===== config.mk =====
export PLATFORM = sky130hd
export DESIGN_NAME = voice_sequencer
export DESIGN_NICKNAME = d
export VERILOG_FILES = /design/src/rtl/voice_sequencer.sv
export SDC_FILE = /design/constraint.sdc
export NUM_CORES = 1
export LEC_CHECK = 0
export ABC_AREA = 1
export CAP_MARGIN = 5
export CORE_MARGIN = 10
export CORE_UTILIZATION = 60
export DETAILED_ROUTE_END_ITERATION = 6
export HOLD_SLACK_MARGIN = 0.06
export PLACE_DENSITY = 0.83
export SLEW_MARGIN = 20
export SYNTH_ARGS = -nofsm -noshare
export SYNTH_HDL_FRONTEND = slang
export SYNTH_SLANG_ARGS = --single-unit

===== constraint.sdc =====
create_clock -name clk -period 5.54 [get_ports clk]
set_clock_uncertainty 0.2 [all_clocks]
set_input_delay 1.108 -clock clk [delete_from_list [all_inputs] [get_ports clk]]
set_output_delay 1.108 -clock clk [all_outputs]
set_load 0.03 [all_outputs]

===== src/rtl/voice_sequencer.sv =====
// Timed player for the 4-bit voice-enable switches: steps through a small
// (mask, duration) table at a prescaled tempo, with optional looping.
module voice_sequencer #(
  parameter  int STEPS    = 8,
  parameter  int DUR_W    = 8,
  parameter  int PRESCALE = 1000,
  localparam int IDX_W    = $clog2(STEPS),
  localparam int PW       = $clog2(PRESCALE)
) (
  input  logic             clk,
  input  logic             rst_n,
  input  logic             wr_en,
  input  logic [IDX_W-1:0] wr_addr,
  input  logic [3:0]       wr_mask,
  input  logic [DUR_W-1:0] wr_dur,
  input  logic             start,
  input  logic             stop,
  input  logic             loop,
  output logic [3:0]       switches,
  output logic             busy,
  output logic [IDX_W-1:0] step_idx,
  output logic             done,
  output logic             dbg_state
);

  typedef enum logic {S_IDLE = 1'b0, S_PLAY = 1'b1} state_t;

  localparam logic [PW-1:0]    PRESC_MAX = PW'(PRESCALE - 1);
  localparam logic [IDX_W-1:0] IDX_LAST  = IDX_W'(STEPS - 1);

  logic [3:0]       r_mask [STEPS];
  logic [DUR_W-1:0] r_dur  [STEPS];

  state_t           r_state,    w_state_nx;
  logic [3:0]       r_switches, w_sw_nx;
  logic [IDX_W-1:0] r_step_idx, w_idx_nx;
  logic             r_done,     w_done_nx;
  logic [PW-1:0]    r_presc,    w_presc_nx;
  logic [DUR_W-1:0] r_cnt,      w_cnt_nx;

  logic [IDX_W-1:0] w_next_idx;
  logic             w_end;

  // The running step lives in r_switches/r_cnt, so table writes never
  // disturb it; new values are picked up only when an entry is loaded.
  always_ff @(posedge clk or negedge rst_n) begin
    if (!rst_n) begin
      for (int i = 0; i < STEPS; i++) begin
        r_mask[i] <= '0;
        r_dur[i]  <= '0;
      end
    end else if (wr_en) begin
      r_mask[wr_addr] <= wr_mask;
      r_dur[wr_addr]  <= wr_dur;
    end
  end

  assign w_next_idx = r_step_idx + 1'b1;
  assign w_end      = (r_step_idx == IDX_LAST) || (r_dur[w_next_idx] == '0);

  always_ff @(posedge clk or negedge rst_n) begin
    if (!rst_n) begin
      r_state    <= S_IDLE;
      r_switches <= '0;
      r_step_idx <= '0;
      r_done     <= 1'b0;
      r_presc    <= '0;
      r_cnt      <= '0;
    end else begin
      r_state    <= w_state_nx;
      r_switches <= w_sw_nx;
      r_step_idx <= w_idx_nx;
      r_done     <= w_done_nx;
      r_presc    <= w_presc_nx;
      r_cnt      <= w_cnt_nx;
    end
  end

  always_comb begin
    w_state_nx = r_state;
    w_sw_nx    = r_switches;
    w_idx_nx   = r_step_idx;
    w_done_nx  = 1'b0;
    w_presc_nx = r_presc;
    w_cnt_nx   = r_cnt;
    case (r_state)
      S_IDLE: begin
        w_sw_nx    = '0;
        w_idx_nx   = '0;
        w_presc_nx = '0;
        w_cnt_nx   = '0;
        if (start && !stop) begin
          if (r_dur[0] != '0) begin
            w_state_nx = S_PLAY;
            w_sw_nx    = r_mask[0];
            w_cnt_nx   = r_dur[0];
          end else begin
            w_done_nx = 1'b1;
          end
        end
      end
      S_PLAY: begin
        if (stop) begin
          w_state_nx = S_IDLE;
          w_sw_nx    = '0;
          w_idx_nx   = '0;
          w_presc_nx = '0;
          w_cnt_nx   = '0;
        end else if (r_presc == PRESC_MAX) begin
          w_presc_nx = '0;
          if (r_cnt > DUR_W'(1)) begin
            w_cnt_nx = r_cnt - 1'b1;
          end else if (!w_end) begin
            w_idx_nx = w_next_idx;
            w_sw_nx  = r_mask[w_next_idx];
            w_cnt_nx = r_dur[w_next_idx];
          end else if (loop && (r_dur[0] != '0)) begin
            w_idx_nx = '0;
            w_sw_nx  = r_mask[0];
            w_cnt_nx = r_dur[0];
          end else begin
            // Natural end of pattern: the only path that raises done.
            w_state_nx = S_IDLE;
            w_sw_nx    = '0;
            w_idx_nx   = '0;
            w_cnt_nx   = '0;
            w_done_nx  = 1'b1;
          end
        end else begin
          w_presc_nx = r_presc + 1'b1;
        end
      end
      default: w_state_nx = S_IDLE;
    endcase
  end

  assign switches  = r_switches;
  assign busy      = (r_state == S_PLAY);
  assign step_idx  = r_step_idx;
  assign done      = r_done;
  assign dbg_state = r_state;

endmodule


# Word-level counts from Yosys, hierarchy flattened
# Cells that the tools add are included.
# W data, S select, Z words.
# classes
addsub	3
n_lt_le_gt_ge	4
eq_ne	4
n_mux	52
n_bitwise	3
n_reduce_logical	8
# op_table
cell	n
$mux W8	10
$bwmux W64	1
$mux W4	10
$bwmux W32	1
$bmux W8 S3	1
$demux W8 S3	1
$mux W10	2
$pmux W10 S2	1
$pmux W8 S2	1
$mux W1	14
$bmux W4 S3	1
$demux W4 S3	1
$mux W3	4
$add A10 B1 Y10 const B	1
$eq A10 B10 Y1 const B	1
$ge A4 B4 Y1 const B	2
$gt A8 B1 Y1 const B	1
$logic_not A8 Y1	1
$not A3 Y4	2
$pmux W4 S2	1
$reduce_bool A8 Y1	1
$sub A8 B1 Y8 const B	1
$pmux W3 S2	1
$lt A4 B1 Y1 const B	1
10 further kinds	13
# word_totals
reg_bits	123
inputBits	21
out_inout_bits	10
word_cells	96

# Longest topological paths before layout
# depth
word_depth	12
mapped_depth	17
mapped_depth_nobuf	14

# Worst setup path after synthesis
# OpenSTA, ideal clock, no wires.
# synth_timing
kind	input -> register
start	input port stop
end	register r_switches[0], in the netlist switches[0]
arrival_time_ns	2.222
path_slack_ns	2.995
stages	7
cell_sequence	nor2_1 clkbuf_1 inv_1 nor2_1 inv_1 nor2_1 a21oi_1
# synth_via
elab_chain_cells	4
# synth_lines
item	line	source
start: declaration	17	input logic stop,
$logic_not A1 Y1	92	if (start && !stop) begin
$logic_and A1 B1 Y1	92	
$mux W4	92	
$pmux W4 S2	86	case (r_state)
end signal: assignment	71	r_switches <= w_sw_nx;
end: declaration	35	logic [3:0] r_switches, w_sw_nx;
# Parallel ways exist; a longest one is shown, timed or not.
# A chain may end at the register's enable or synchronous reset.

# Final worst setup path
# layout_timing
start	register r_step_idx[0], in the netlist step_idx[0]
end	register r_done, in the netlist done
# layout_via
elab_chain_cells	12
# layout_lines
item	line	source
start: declaration	36	logic [IDX_W-1:0] r_step_idx, w_idx_nx;
start signal: assignment	72	r_step_idx <= w_idx_nx;
$add A3 B1 Y3	58	assign w_next_idx = r_step_idx + 1'b1;
$not A3 Y4 (not written as such)	59	assign w_end = (r_step_idx == IDX_LAST) || (r_dur[w_next_idx] == '0);
$bmux W8 S3	59	
$mux W8 (not written as such) (2 in a row)	59	
$logic_not A8 Y1	59	
$logic_or A1 B1 Y1 *	59	
$mux W1 *	113	end else if (!w_end) begin
$mux W1 *	111	if (r_cnt > DUR_W'(1)) begin
$mux W1 *	109	end else if (r_presc == PRESC_MAX) begin
$mux W1 *	103	if (stop) begin
$pmux W1 S2 *	86	
via w_done_nx	37	logic r_done, w_done_nx;
end signal: assignment	73	r_done <= w_done_nx;
end: declaration	37	
# Mark *: on every way through the listed nets, which the timed path passes. The rest lies on a longest branch. The select of a mux whose other input is x is not followed.

==> results.cfg <==
[clock_network]
root_buffer = clkbuf_8
cts_max_path_buffers = 2
post_cts_buffers = 0
cts-buffers-inserted = 17
cts_tree = built
clk_latency_ns = 0.54
clk_pin_slew_ns = 0.06
cts_hold_buf = 0
clock_sinks = 123
ctsResizeCount = 0
htree_levels = 4

[final_layout]
final_cell_area_sq_um = 7130
diodes = 0
final_common_cell = nand2_1
fillers = 784
final_util_pct = 69.7
most-common-layout-cells = nand2_1, dfrtp_1, o21ai_0
finalNetCount = 883
drive_gt1_share_pct = 5.06
areaGrowthSynthToFinish_pct = 14.4

[critical_path]
cp.arrival_ns = 3.77
worst_ep_required_time_ns = 5.78
critPathKind = reg2reg
end_kind = flip-flop
crit_fanout = 30
reg2reg_to = done
r2r-start = step_idx[0]
reg2reg_slack_ns = 2.01
rr_worst_depth = 13
setup.worst_path.start_class = flip-flop

[status]
status = finished clean

[detailed_routing]
wire_per_inst_um = 16.1
route.met2.wl_um = 7600
ant_nets = 0
drc = 0
drt_iter0_markers = 724
vias_per_cell = 5.68
via_count = 5707
routed-wl-met3_um = 1150
wl_met1_um = 7110
wl_um = 16200
top_layer = met4
drtPass1Iterations = 5

[timing]
slew_headroom_pct = 35.6
rsz0062_at_grt = no
max_freq_mhz = 283
setup_viol = 0
hold_viol = 0
tns_ns = 0
period_needed_ns = 3.53
finalCritPeriodShare_pct = 63.8
maxSlewViolCount = 0
worst_pin_slew_ns = 0.964

[yosys]
synth_warnings = 0
ys_seq_elements = 123
synthMuxAreaShare_pct = 0
synth_simple_gate_area_share_pct = 26.8
synth_nets = 869
synthAdderAreaFrac_pct = 1.00
synth_compound_area_share_pct = 13.2
synth_cells = 843
ys_async_sr_fraction_pct = 100
synth_top_family_by_area = simple AND/OR/NAND/NOR gates
netlist_area_sq_um = 6230
synth_edf_count = 0
syn_area_per_cell_sq_um = 7.40
synth-main-ff-cell = dfrtp_1
yosysSeqAreaShare_pct = 49.4
synth_xor_area_share_pct = 0.281
synthDistinctLibCells = 27

[placed_design]
place_congestion = 0.970
dp_hpwl_um = 10800
placed_area_sq_um = 6540
port_buffers = 30

[power_and_ir_drop]
ir_drop_mv = 0.349
p_leak_nw = 3.55
power_density_nw_per_um2 = 389

[die]
die_height_um = 122
dieArea_sq_um = 14900
start_util_pct = 60.9
pin_count = 31
num_rows = 37
core_sq_um = 10200
die_w_um = 122

[flow_run]
cap_violations = 0

[global_routing]
antenna_found_initial = 0
grt_pass1_wl_um = 27200
grt_usage_pct = 22.8
grt_pass1_vias = 5552
grt_overflow = 0
grt_max_degree = 61

[hold_path]
worstHoldEndpoint = r_dur[29]
hp-class = reg2reg
hold_depth = 2
min_from = r_dur[29]
[layout make-up]
type	instances	area, sq um	area share (%)
clock buffers	26	518	7.26
flip-flops and latches	123	3080	43.2
well taps	136	170	2.39
clock inverters	5	80.1	1.12
inverters	101	382	5.35
multi-input cells	580	2580	36.1
repair buffers	34	328	4.60
[cells in the mapped netlist, types with 2 or more instances]
library cell,number,area (sq um)
a21oi_1,46,230
a32oi_1,4,35.0
buf_2,4,20.0
buf_4,6,45.0
buf_6,4,45.0
clkbuf_1,24,90.1
clkinv_1,2,7.51
dfrtp_1,123,3080
ha_1,5,62.6
inv_1,97,364
nand2_1,274,1030
nand2_2,2,12.5
nand3_1,65,325
nand4_1,2,12.5
nor2_1,57,214
nor3_1,5,25.0
nor4_1,3,18.8
o21ai_0,110,551
xor2_1,2,17.5
[through the flow]
stage | worst slack (ns) | hold WS [ns] | std cells | total power [mW]
6_report | 2.01 | 0.282 | 1005 | 2.78
5_1_grt | 1.75 | 0.308 | 1005 | 2.93
4_1_cts | 1.98 | 0.288 | 1005 | 2.78
3_5_place_dp | 1.91 | 0.273 | 974 | 1.68
3_3_place_gp | 1.98 | 0.267 | 974 | 1.65
2_1_floorplan | 3.00 | 0.253 | 843 | 1.51
[state kept, by name (all words and copies together) (netlist names)]
signal and cells:
r_cnt 8, r_presc 10, done 1, busy 1
r_dur 64, r_mask 32, switches 4, step_idx 3
[routing by layer]
layer  vias to the layer above  track usage, %
met5                         -               0
met4                         0            9.76
met3                        30            5.37
met2                       239            34.9
met1                      2730            30.4
li1                       2708               -
[power by group]
group | total, mW | internal (mW) | switching [mW] | leakage [nW]
Clock | 1.10 | 0.721 | 0.377 | 0.290
Sequential | 1.16 | 1.05 | 0.109 | 1.57
Combinational | 0.516 | 0.187 | 0.328 | 1.70
[worst max path at each step]
| stage | slack, ns | from | endpoint | cells past startpoint |
|---|---|---|---|---|
| finish | 2.01 | step_idx[0] | done | 13 |
| global route | 1.75 | step_idx[0] | switches[0] | 13 |
| CTS | 1.98 | step_idx[0] | step_idx[0] | 2 |
| detailed placement | 1.91 | stop | r_presc[8] | 6 |
| global placement | 1.98 | stop | r_cnt[4] | 6 |
| floorplan | 3.00 | stop | switches[0] | 7 |
[worst max-delay path: stages, from the launching register on]
cell and delay (ns):
dfrtp_2 0.40, ha_1 0.71, inv_1 0.63, nand3_1 0.27, nand3_1 0.09, nand2_1 0.12, nand2_1 0.06, nor2_1 0.14
nand2_2 0.12, nand2_2 0.21, inv_1 0.16, nor2_1 0.16, nand2_1 0.06, o21ai_0 0.11
[cells by family (layout without fill, tap and decap cells)]
kind of cell             Yosys count  count (layout)
AO/OA/AOI/OAI                    161             161
XOR/XNOR                           2               2
adder cells (fa/ha/maj)            5               5
buffers and inverters            140             166
flip-flops                       123             123
AND/OR/NAND/NOR                  412             412
Note: power is estimated with default switching activity, not from simulation.
